[src/rtl/simon_enc_ctrl_pkg.sv]
// Shared Simon 32/64 constants, state encoding and the Z0 sequence lookup.
// Imported by the key schedule, the round cell and the controller.
package simon_pkg;

  localparam int SIMON_WORD = 16;
  localparam logic [SIMON_WORD-1:0] SIMON_C = 16'hFFFC;

  // Index 0 is the leftmost character, so bit i lives at Z0[61-i].
  localparam logic [61:0] Z0 = 62'b11111010001001010110000111001101111101000100101011000011100110;

  typedef enum logic [1:0] {
    IDLE,
    RUN,
    CAPT,
    DONE
  } state_t;

  function automatic logic z0_bit(input logic [5:0] idx);
    return Z0[6'd61 - idx];
  endfunction

endpackage

[src/rtl/simon_enc_ctrl_if.sv]
// Host-side handshake bundle for the Simon encryption controller.
// Master is the host; slave is the controller.
interface simon_enc_ctrl_if;

  logic        in_valid;
  logic        in_ready;
  logic [31:0] pt;
  logic [63:0] key;
  logic        out_valid;
  logic        out_ready;
  logic [31:0] ct;
  logic        busy;

  modport master (
    output in_valid, pt, key, out_ready,
    input  in_ready, out_valid, ct, busy
  );

  modport slave (
    input  in_valid, pt, key, out_ready,
    output in_ready, out_valid, ct, busy
  );

endinterface

[src/rtl/round.sv]
// Registered Simon 32 round cell: x' = y ^ f(x) ^ k, y' = x.
// Clocks every cycle with no enable; the controller decides when outputs matter.
module round
  import simon_pkg::*;
(
  input  logic                  clk,
  input  logic                  rst,
  input  logic [SIMON_WORD-1:0] u_in,
  input  logic [SIMON_WORD-1:0] l_in,
  input  logic [SIMON_WORD-1:0] subkey,
  output logic [SIMON_WORD-1:0] u_cphrtxt,
  output logic [SIMON_WORD-1:0] l_cphrtxt
);

  logic [SIMON_WORD-1:0] u_q, l_q, u_d, l_d, f;

  always_comb begin
    f   = ({u_in[14:0], u_in[15]} & {u_in[7:0], u_in[15:8]}) ^ {u_in[13:0], u_in[15:14]};
    u_d = l_in ^ f ^ subkey;
    l_d = u_in;
  end

  always_ff @(posedge clk) begin
    if (rst) begin
      u_q <= '0;
      l_q <= '0;
    end else begin
      u_q <= u_d;
      l_q <= l_d;
    end
  end

  assign u_cphrtxt = u_q;
  assign l_cphrtxt = l_q;

endmodule

[src/rtl/simon_key_sched.sv]
// On-the-fly Simon 32/64 key expansion: four-word shift register whose
// head is the current round subkey.
module simon_key_sched
  import simon_pkg::*;
#(
  parameter int CNT_W = 5
) (
  input  logic                  clk,
  input  logic                  rst,
  input  logic                  load,
  input  logic                  step,
  input  logic [63:0]           key,
  input  logic [CNT_W-1:0]      idx,
  output logic [SIMON_WORD-1:0] subkey
);

  logic [SIMON_WORD-1:0] kr0_q, kr1_q, kr2_q, kr3_q;
  logic [SIMON_WORD-1:0] kr0_d, kr1_d, kr2_d, kr3_d;
  logic [SIMON_WORD-1:0] tmp, tmp2, knew;

  always_comb begin
    tmp  = {kr3_q[2:0], kr3_q[15:3]} ^ kr1_q;
    tmp2 = tmp ^ {tmp[0], tmp[15:1]};
    knew = SIMON_C ^ kr0_q ^ tmp2 ^ {15'b0, z0_bit(6'(idx))};
  end

  // A load always wins over a step so a fresh key is never shifted on arrival.
  always_comb begin
    kr0_d = kr0_q;
    kr1_d = kr1_q;
    kr2_d = kr2_q;
    kr3_d = kr3_q;
    if (load) begin
      kr0_d = key[15:0];
      kr1_d = key[31:16];
      kr2_d = key[47:32];
      kr3_d = key[63:48];
    end else if (step) begin
      kr0_d = kr1_q;
      kr1_d = kr2_q;
      kr2_d = kr3_q;
      kr3_d = knew;
    end
  end

  always_ff @(posedge clk) begin
    if (rst) begin
      kr0_q <= '0;
      kr1_q <= '0;
      kr2_q <= '0;
      kr3_q <= '0;
    end else begin
      kr0_q <= kr0_d;
      kr1_q <= kr1_d;
      kr2_q <= kr2_d;
      kr3_q <= kr3_d;
    end
  end

  assign subkey = kr0_q;

endmodule

[src/rtl/simon_enc_ctrl.sv]
// Iterative Simon 32/64 encryption controller: accepts a pt/key pair, runs the
// round cell ROUNDS times with on-the-fly subkeys, then holds ct until taken.
module simon_enc_ctrl
  import simon_pkg::*;
#(
  parameter int ROUNDS = 32,
  parameter int CNT_W  = 5
) (
  input  logic clk,
  input  logic rst,
  simon_enc_ctrl_if.slave bus
);

  localparam logic [CNT_W-1:0] LAST = CNT_W'(ROUNDS - 1);

  state_t                state_q, state_d;
  logic [CNT_W-1:0]      cnt_q, cnt_d;
  logic [31:0]           pt_q, pt_d;
  logic [31:0]           ct_q, ct_d;
  logic                  accept, step;
  logic [SIMON_WORD-1:0] u_in, l_in, u_cphrtxt, l_cphrtxt, subkey;

  assign accept = (state_q == IDLE) && bus.in_valid;
  assign step   = (state_q == RUN);

  always_comb begin
    state_d = state_q;
    cnt_d   = cnt_q;
    pt_d    = pt_q;
    ct_d    = ct_q;
    case (state_q)
      IDLE: begin
        if (bus.in_valid) begin
          pt_d    = bus.pt;
          cnt_d   = '0;
          state_d = RUN;
        end
      end
      RUN: begin
        // The counter parks on the last round rather than wrapping.
        if (cnt_q == LAST) begin
          state_d = CAPT;
        end else begin
          cnt_d = cnt_q + 1'b1;
        end
      end
      CAPT: begin
        ct_d    = {u_cphrtxt, l_cphrtxt};
        state_d = DONE;
      end
      DONE: begin
        if (bus.out_ready) begin
          state_d = IDLE;
        end
      end
      default: state_d = IDLE;
    endcase
  end

  always_ff @(posedge clk) begin
    if (rst) begin
      state_q <= IDLE;
      cnt_q   <= '0;
      pt_q    <= '0;
      ct_q    <= '0;
    end else begin
      state_q <= state_d;
      cnt_q   <= cnt_d;
      pt_q    <= pt_d;
      ct_q    <= ct_d;
    end
  end

  // Round 0 starts from the latched plaintext; later rounds feed back.
  always_comb begin
    u_in = u_cphrtxt;
    l_in = l_cphrtxt;
    if (cnt_q == '0) begin
      u_in = pt_q[31:16];
      l_in = pt_q[15:0];
    end
  end

  simon_key_sched #(
    .CNT_W (CNT_W)
  ) u_key_sched (
    .clk    (clk),
    .rst    (rst),
    .load   (accept),
    .step   (step),
    .key    (bus.key),
    .idx    (cnt_q),
    .subkey (subkey)
  );

  round u_round (
    .clk       (clk),
    .rst       (rst),
    .u_in      (u_in),
    .l_in      (l_in),
    .subkey    (subkey),
    .u_cphrtxt (u_cphrtxt),
    .l_cphrtxt (l_cphrtxt)
  );

  assign bus.in_ready  = (state_q == IDLE) && !rst;
  assign bus.out_valid = (state_q == DONE);
  assign bus.busy      = (state_q != IDLE);
  assign bus.ct        = ct_q;

endmodule

[src/flat_wrapper.sv]
// flat-port wrapper written by rule: the top's interface ports become plain ports
module simon_enc_ctrl_flat import simon_pkg::*;
#(
  parameter int ROUNDS = 32,
  parameter int CNT_W  = 5
)
  (clk, rst, bus_in_valid, bus_pt, bus_key, bus_out_ready, bus_in_ready, bus_out_valid, bus_ct, bus_busy);
  simon_enc_ctrl_if bus_i ();
  input  logic clk;
  input  logic rst;
  input wire logic [$bits(bus_i.in_valid)-1:0] bus_in_valid;
  input wire logic [$bits(bus_i.pt)-1:0] bus_pt;
  input wire logic [$bits(bus_i.key)-1:0] bus_key;
  input wire logic [$bits(bus_i.out_ready)-1:0] bus_out_ready;
  output wire logic [$bits(bus_i.in_ready)-1:0] bus_in_ready;
  output wire logic [$bits(bus_i.out_valid)-1:0] bus_out_valid;
  output wire logic [$bits(bus_i.ct)-1:0] bus_ct;
  output wire logic [$bits(bus_i.busy)-1:0] bus_busy;
  assign bus_i.in_valid = bus_in_valid;
  assign bus_i.pt = bus_pt;
  assign bus_i.key = bus_key;
  assign bus_i.out_ready = bus_out_ready;
  assign bus_in_ready = bus_i.in_ready;
  assign bus_out_valid = bus_i.out_valid;
  assign bus_ct = bus_i.ct;
  assign bus_busy = bus_i.busy;
  simon_enc_ctrl #(.ROUNDS(ROUNDS), .CNT_W(CNT_W)) u_core (.clk(clk), .rst(rst), .bus(bus_i));
endmodule
[config.mk]
export PLATFORM = sky130hd
export DESIGN_NAME = simon_enc_ctrl_flat
export DESIGN_NICKNAME = d
export VERILOG_FILES = /design/src/rtl/simon_enc_ctrl_pkg.sv /design/src/rtl/simon_enc_ctrl_if.sv /design/src/rtl/round.sv /design/src/rtl/simon_key_sched.sv /design/src/rtl/simon_enc_ctrl.sv /design/src/flat_wrapper.sv
export SDC_FILE = /design/constraint.sdc
export NUM_CORES = 1
export LEC_CHECK = 0
export ABC_CLOCK_PERIOD_IN_PS = 3600
export CAP_MARGIN = 0
export CORE_ASPECT_RATIO = 0.9
export CORE_MARGIN = 5
export CORE_UTILIZATION = 35
export DETAILED_ROUTE_END_ITERATION = 10
export MAX_ROUTING_LAYER = met4
export SLEW_MARGIN = 10
export SYNTH_ARGS = -nofsm -noshare
export SYNTH_HDL_FRONTEND = slang
export SYNTH_HIERARCHICAL = 1
export SYNTH_SLANG_ARGS = --single-unit
[constraint.sdc]
create_clock -name clk -period 3.6 [get_ports clk]
set_input_delay 0.72 -clock clk [delete_from_list [all_inputs] [get_ports clk]]
set_output_delay 0.72 -clock clk [all_outputs]
set_load 0.02 [all_outputs]
==> results of run 1 <==
-- per-layer routing --
| layer | global-route usage | vias up | share of wire |
|---|---|---|---|
| li1 | - | 3164 | - |
| met1 | 0.244 | 2916 | 0.50 |
| met2 | 0.242 | 133 | 0.44 |
| met3 | 0.0291 | 11 | 0.046 |
| met4 | 0.0411 | 0 | 0.0052 |
| met5 | - | - | 0 |
-- layout make-up --
class | count | area share
well taps | 297 | 0.0363
inverters | 11 | 0.00427
clock inverters | 13 | 0.0142
flip-flops and latches | 167 | 0.326
multi-input cells | 649 | 0.436
clock buffers | 18 | 0.0429
repair buffers | 145 | 0.140
-- sequential cells by signal, summed over array words and instances, names as in the netlist --
signal	count
u_core/u_key_sched/kr2_q	16
u_core/state_q	2
u_core/u_key_sched/kr1_q	16
u_core/u_key_sched/subkey	16
u_core/bus.ct	32
u_core/u_key_sched/kr3_q	16
u_core/pt_q	32
u_core/u_round/l_cphrtxt	16
u_core/cnt_q	5
u_core/u_round/u_cphrtxt	16
-- per-stage QoR --
stage / power (mW) / worst slack (ns)
2_1_floorplan: 5.01 / 1.28
3_3_place_gp: 5.74 / 1.18
3_5_place_dp: 5.77 / 1.15
4_1_cts: 7.62 / 0.839
5_1_grt: 8.05 / 0.723
6_report: 7.55 / 0.865
-- cells in the mapped netlist (11+ instances only) --
| master | instances |
|---|---|
| sky130_fd_sc_hd__buf_2 | 12 |
| sky130_fd_sc_hd__xor2_1 | 16 |
| sky130_fd_sc_hd__xnor3_1 | 16 |
| sky130_fd_sc_hd__clkbuf_1 | 38 |
| sky130_fd_sc_hd__ha_1 | 16 |
| sky130_fd_sc_hd__inv_1 | 11 |
| sky130_fd_sc_hd__dfxtp_1 | 167 |
| sky130_fd_sc_hd__a21oi_1 | 102 |
| sky130_fd_sc_hd__nand2_1 | 100 |
| sky130_fd_sc_hd__mux2i_1 | 84 |
| sky130_fd_sc_hd__xnor2_1 | 48 |
| sky130_fd_sc_hd__nor2_1 | 147 |
| sky130_fd_sc_hd__mux2_2 | 32 |
| sky130_fd_sc_hd__nor2b_1 | 34 |
| sky130_fd_sc_hd__a211o_1 | 14 |
-- critical path: stages, from the launching register on --
cell and delay [ns]:
sky130_fd_sc_hd__dfxtp_1 0.35, sky130_fd_sc_hd__inv_1 0.14, sky130_fd_sc_hd__ha_1 0.30, sky130_fd_sc_hd__inv_1 0.09, sky130_fd_sc_hd__nor2_1 0.11, sky130_fd_sc_hd__clkdlybuf4s50_1 0.61
-- cells by family (layout without fill, tap and decap cells) --
family	Yosys count	in the layout	synth area share
AND/OR/NAND/NOR	302	302	0.161
flip-flops	167	167	0.413
AO/OA/AOI/OAI	131	131	0.0937
multiplexers	119	119	0.154
XOR/XNOR	81	81	0.117
buffers and inverters	67	187	0.0362
adder cells (fa/ha/maj)	16	16	0.0247
-- worst max-delay path by stage --
stage                                              end  slack (ns)  depth (start not counted)
after detailed placement   u_core/u_key_sched/kr2_q[4]        1.15                          7
after floorplan                           bus_in_ready        1.28                          4
final                                     bus_in_ready        0.86                          5
after global routing                      bus_in_ready        0.72                          5
after CTS                                 bus_in_ready        0.84                          5
after global placement    u_core/u_key_sched/kr2_q[11]        1.18                          7
-- power breakdown --
part           switching [mW]  leakage (nW)  internal, mW
logic                    1.50          2.46          1.57
registers               0.400          1.37          2.26
clock network           0.777         0.280          1.04
==> impl_metrics.toml, run 1 <==
[timing]
final-max-slew-violation-count = 0
hold_slack_ns = 0.456
timing.clock.skew_ns = 0.0104
post_route_minimum_period_ns = 2.74
setup-violations-final = 0
grt_setup_unrepaired = "false"
final.period_utilization = 0.760
fmax_ghz = 0.366
fin_setup_tns_ns = 0
slew_headroom = 0.268
transition_time_at_the_pin_with_the_least_slew_margin_ns = 1.10
timing_hold_violations_final = 0

[grt]
gr-usage-all-layers = 0.168
grt_overflow = 0
grt_antenna_before_repair = 0
grt_pass1_vias = 6025
grt_pass1_wl_um = 33700
grt_max_degree = 105

[synthesis]
yosysTopAreaCellShare = 0.413
yosysSeqAreaShare = 0.413
yosysTopAreaCell = "sky130_fd_sc_hd__dfxtp_1"
synth_edf_count = 0
post_synth_main_area_contributors = "sky130_fd_sc_hd__dfxtp_1 41%, sky130_fd_sc_hd__mux2i_1 10%, sky130_fd_sc_hd__nor2_1 6.8%"
async_flop_share = 0
postSynthAreaPerCell_um2 = 9.16
syn-instance-count = 883
synth.ff_latch_count = 167
yosys_warnings = 6
yosysUniqueCellTypes = 45
synth-main-ff-cell = "sky130_fd_sc_hd__dfxtp_1"
post_synth_instance_area_um2 = 8090
syn_nets = 999

[floorplanning]
coreArea_um2 = 22600
design.die.area_um2 = 26300
io_pins = 135
start_util = 0.357
floorplan.die.height_um = 154
core.rowCount = 52
die_w_um = 170

[cells_and_area]
drive_gt1_frac = 0.0847
layout.cells.most_common = "sky130_fd_sc_hd__dfxtp_1"
n_antenna_cell = 0
nFillCells = 2226
multiInputGateArea_um2 = 4470
layout.core_utilization = 0.453
instances_no_fill = 1300
final_nets = 1107
post-route-cell-area_um2 = 10200
final_cell_mix = "167 x sky130_fd_sc_hd__dfxtp_1, 147 x sky130_fd_sc_hd__nor2_1, 133 x sky130_fd_sc_hd__clkdlybuf4s50_1"
area_growth_pct = 26.6
seqCellArea_um2 = 3340

[clock_network]
h_tree_levels = 4
path_clk_slew_ns = 0.07
tritoncts = "done"
ctsLongestPathBuffers = 2
source_to_sink_clock_delay_at_the_later_pin_of_the_worst_skew_pair_ns = 0.43
cts-buffers-inserted = 17
clock-sinks = 167
cts_root_buffer = "sky130_fd_sc_hd__clkbuf_16"
postCtsSetupBuffers = 0
ctsHoldBuffers = 0
post_cts_resized = 0

[worst_hold_path]
hold-path-cell-count = 2
hold-path-endpoint = "u_core/pt_q[23]"
worst_hold_startpoint = "u_core/pt_q[23]"
worstHoldPathType = "reg2reg"

[worst_setup_path]
worst-path-max-fanout = 7
startpoint = "u_core/state_q[1]"
critical_path.endpoint_type = "output pin"
worst-endpoint-arrival_ns = 2.02
timing.rr.start = "u_core/cnt_q[1]"
worstSetupStartpointType = "flop"
r2r.worst_path.cells = 8
ff2ff_setup_slack_ns = 1.16
critPathRequiredTime_ns = 2.88
worstSetupPathType = "reg2out"
r2r_end = "u_core/u_round/u_cphrtxt[10]"

[place]
post_dp_cell_area_um2 = 9660
routabilityCongestion = 0.778
place.detailed.instances = 1269
count_of_port_buffers_added_during_placement = 134
dpl.hpwl_um = 15300

[detailed_routing]
drt_pass1_iterations = 5
drc = 0
wl_per_cell_um = 16.3
drt_first_iter_violations = 412
via_per_inst = 4.79
detail-route-antenna-nets = 0
postRouteWirelength_um = 21200
total_number_of_vias = 6224

[outcome]
run_status = "completed"

[flow_run]
timing.max_cap.violations = 0

[power]
peakVddDrop_mv = 0.268
p_per_cell_area_nw_per_um2 = 737
total_leakage_power_nw = 4.10
Power figures use the tool's default switching activity.
==> inputs of run 2 (changes only) <==
--- a/config.mk
+++ b/config.mk
@@ -5,7 +5,7 @@
 export SDC_FILE = /design/constraint.sdc
 export NUM_CORES = 1
 export LEC_CHECK = 0
-export ABC_CLOCK_PERIOD_IN_PS = 3600
+export ABC_CLOCK_PERIOD_IN_PS = 2400
 export CAP_MARGIN = 0
 export CORE_ASPECT_RATIO = 0.9
 export CORE_MARGIN = 5
==> constraint.sdc (replaced) <==
create_clock -name clk -period 2.4 [get_ports clk]
set_input_delay 0.48 -clock clk [delete_from_list [all_inputs] [get_ports clk]]
set_output_delay 0.48 -clock clk [all_outputs]
set_load 0.02 [all_outputs]
==> run 2 against run 1 <==
Die area stayed put; power increased by 49%; clock power rose by 45%; global-route usage fell by 0.52 points; largest power group unchanged; design area grew 0.34%; sequential power up 50%; register-to-register slack worse by 1.0 ns; clock skew up 0.0021 ns; wire length is 2.0% lower.
==> impl_metrics.toml, run 2 (synthesis results as in run 1) <==
[outcome]
run_status = "completed"

[cells_and_area]
drive_gt1_frac = 0.0837
layout.cells.most_common = "sky130_fd_sc_hd__dfxtp_1"
post-route-cell-area_um2 = 10300
n_antenna_cell = 0
final_nets = 1106
final_cell_mix = "166 x sky130_fd_sc_hd__dfxtp_1, 147 x sky130_fd_sc_hd__nor2_1, 131 x sky130_fd_sc_hd__clkdlybuf4s50_1"
area_growth_pct = 27.1
instances_no_fill = 1300

[floorplanning]
core.rowCount = 52
io_pins = 135
floorplan.die.height_um = 154
coreArea_um2 = 22600
start_util = 0.357
design.die.area_um2 = 26300
die_w_um = 170

[detailed_routing]
postRouteWirelength_um = 20700
drt_pass1_iterations = 4
via_per_inst = 4.72
detail-route-antenna-nets = 0
total_number_of_vias = 6135
drc = 0
wl_per_cell_um = 16.0
drt_first_iter_violations = 451

[timing]
fin_setup_tns_ns = 0
slew_headroom = 0.434
timing.clock.skew_ns = 0.0125
post_route_minimum_period_ns = 2.27
final.period_utilization = 0.946
timing_hold_violations_final = 0
timing.final.ws_setup_ns = 0.129
grt_setup_unrepaired = "false"
fmax_ghz = 0.440
setup-violations-final = 0
final-max-slew-violation-count = 0
transition_time_at_the_pin_with_the_least_slew_margin_ns = 0.848

[place]
pre_cts_slack_ns = 0.123
post_dp_cell_area_um2 = 9720
count_of_port_buffers_added_during_placement = 134
routabilityCongestion = 0.795
dpl.hpwl_um = 15100
place.detailed.instances = 1268

[worst_setup_path]
worst-path-max-fanout = 32
critPathRequiredTime_ns = 2.69
largest_incremental_delay_on_the_critical_path_ns = 0.40
critical_path.endpoint_type = "flop"
worst-endpoint-arrival_ns = 2.56
worstSetupPathType = "reg2reg"
timing.critical_path.slowest_stage_cell = "sky130_fd_sc_hd__dfxtp_1"
crit_path_cell_trace = "inv_1, ha_1, nor4b_4, buf_12, mux2_2, xor2_1, xnor3_1, nor2b_1"
worstSetupStartpointType = "flop"

[power]
peakVddDrop_mv = 0.412
power_mw = 11.3
p_per_cell_area_nw_per_um2 = 1090
total_leakage_power_nw = 4.13

[grt]
grt_pass1_vias = 5936
gr-usage-all-layers = 0.162
grt_antenna_before_repair = 0
grt_pass1_wl_um = 32800
grt_max_degree = 169
grt_overflow = 0

[clock_network]
ctsHoldBuffers = 0
h_tree_levels = 4
path_clk_slew_ns = 0.06
source_to_sink_clock_delay_at_the_later_pin_of_the_worst_skew_pair_ns = 0.43
tritoncts = "done"
cts_root_buffer = "sky130_fd_sc_hd__clkbuf_16"
postCtsSetupBuffers = 0
clock-sinks = 167
ctsLongestPathBuffers = 2
cts-buffers-inserted = 17

[worst_hold_path]
worstHoldPathType = "reg2reg"

[flow_run]
timing.max_cap.violations = 0
-- run 2: cell types whose count changed in the layout (fill, tap and decap cells not counted), moves of 2 or more --
| cell | previous run | this run |
|---|---|---|
| sky130_fd_sc_hd__buf_12 | 1 | 6 |
| sky130_fd_sc_hd__buf_4 | 11 | 5 |
| sky130_fd_sc_hd__clkbuf_1 | 0 | 3 |
| sky130_fd_sc_hd__clkdlybuf4s50_1 | 133 | 131 |
| sky130_fd_sc_hd__inv_6 | 4 | 2 |
-- run 2: final cells by class --
cell class,instances,area (um^2)
Clock inverter,10,95.1
Multi-Input combinational cell,649,4470
Inverter,11,43.8
Fill cell,2212,12400
Sequential cell,167,3340
Tap cell,297,372
Timing Repair Buffer,144,1490
Clock buffer,22,464
-- run 2: timing repair --
item,CTS,global route
setup endpoints to repair,2,1
gates resized for setup,2,2
pin swaps,0,0
-- run 2: worst paths after layout --
kind         slack (ns)                           to       startpoint  cells past startpoint
max                0.13  u_core/u_round/u_cphrtxt[8]  u_core/cnt_q[0]                      8
min                0.46              u_core/pt_q[18]  u_core/pt_q[18]                      2
max reg2reg        0.13  u_core/u_round/u_cphrtxt[8]  u_core/cnt_q[0]                      8
min reg2reg        0.46              u_core/pt_q[18]  u_core/pt_q[18]                      2
-- run 2: power by group --
part	switching [mW]	total, mW	internal (mW)
Clock	1.15	2.64	1.49
Combinational	2.25	4.64	2.39
Sequential	0.587	3.98	3.39
-- run 2: through the flow --
step,util,hold slack [ns]
final,0.454,0.456
after detailed placement,0.429,0.447
after global routing,0.454,0.477
after global placement,0.429,0.444
after CTS,0.454,0.456
after floorplan,-,0.433
-- run 2: per-layer routing --
| metal | wire (um) | global-route usage | up-vias | share of wire |
|---|---|---|---|---|
| met4 | 126 | 0.0297 | 0 | 0.0061 |
| met2 | 8970 | 0.235 | 148 | 0.43 |
| met1 | 10500 | 0.234 | 2811 | 0.51 |
| met3 | 1120 | 0.0375 | 11 | 0.054 |
| met5 | 0 | - | - | 0 |
| li1 | - | - | 3165 | - |
-- run 2: worst max-delay path: cells and delay by family, from the launching register on --
family / cells / cell delay [ns]
xor+xnor: 2 / 0.47
simple gates: 2 / 0.38
buf+inv: 2 / 0.34
fa+ha+maj: 1 / 0.14
mux: 1 / 0.40
flops: 1 / 0.40
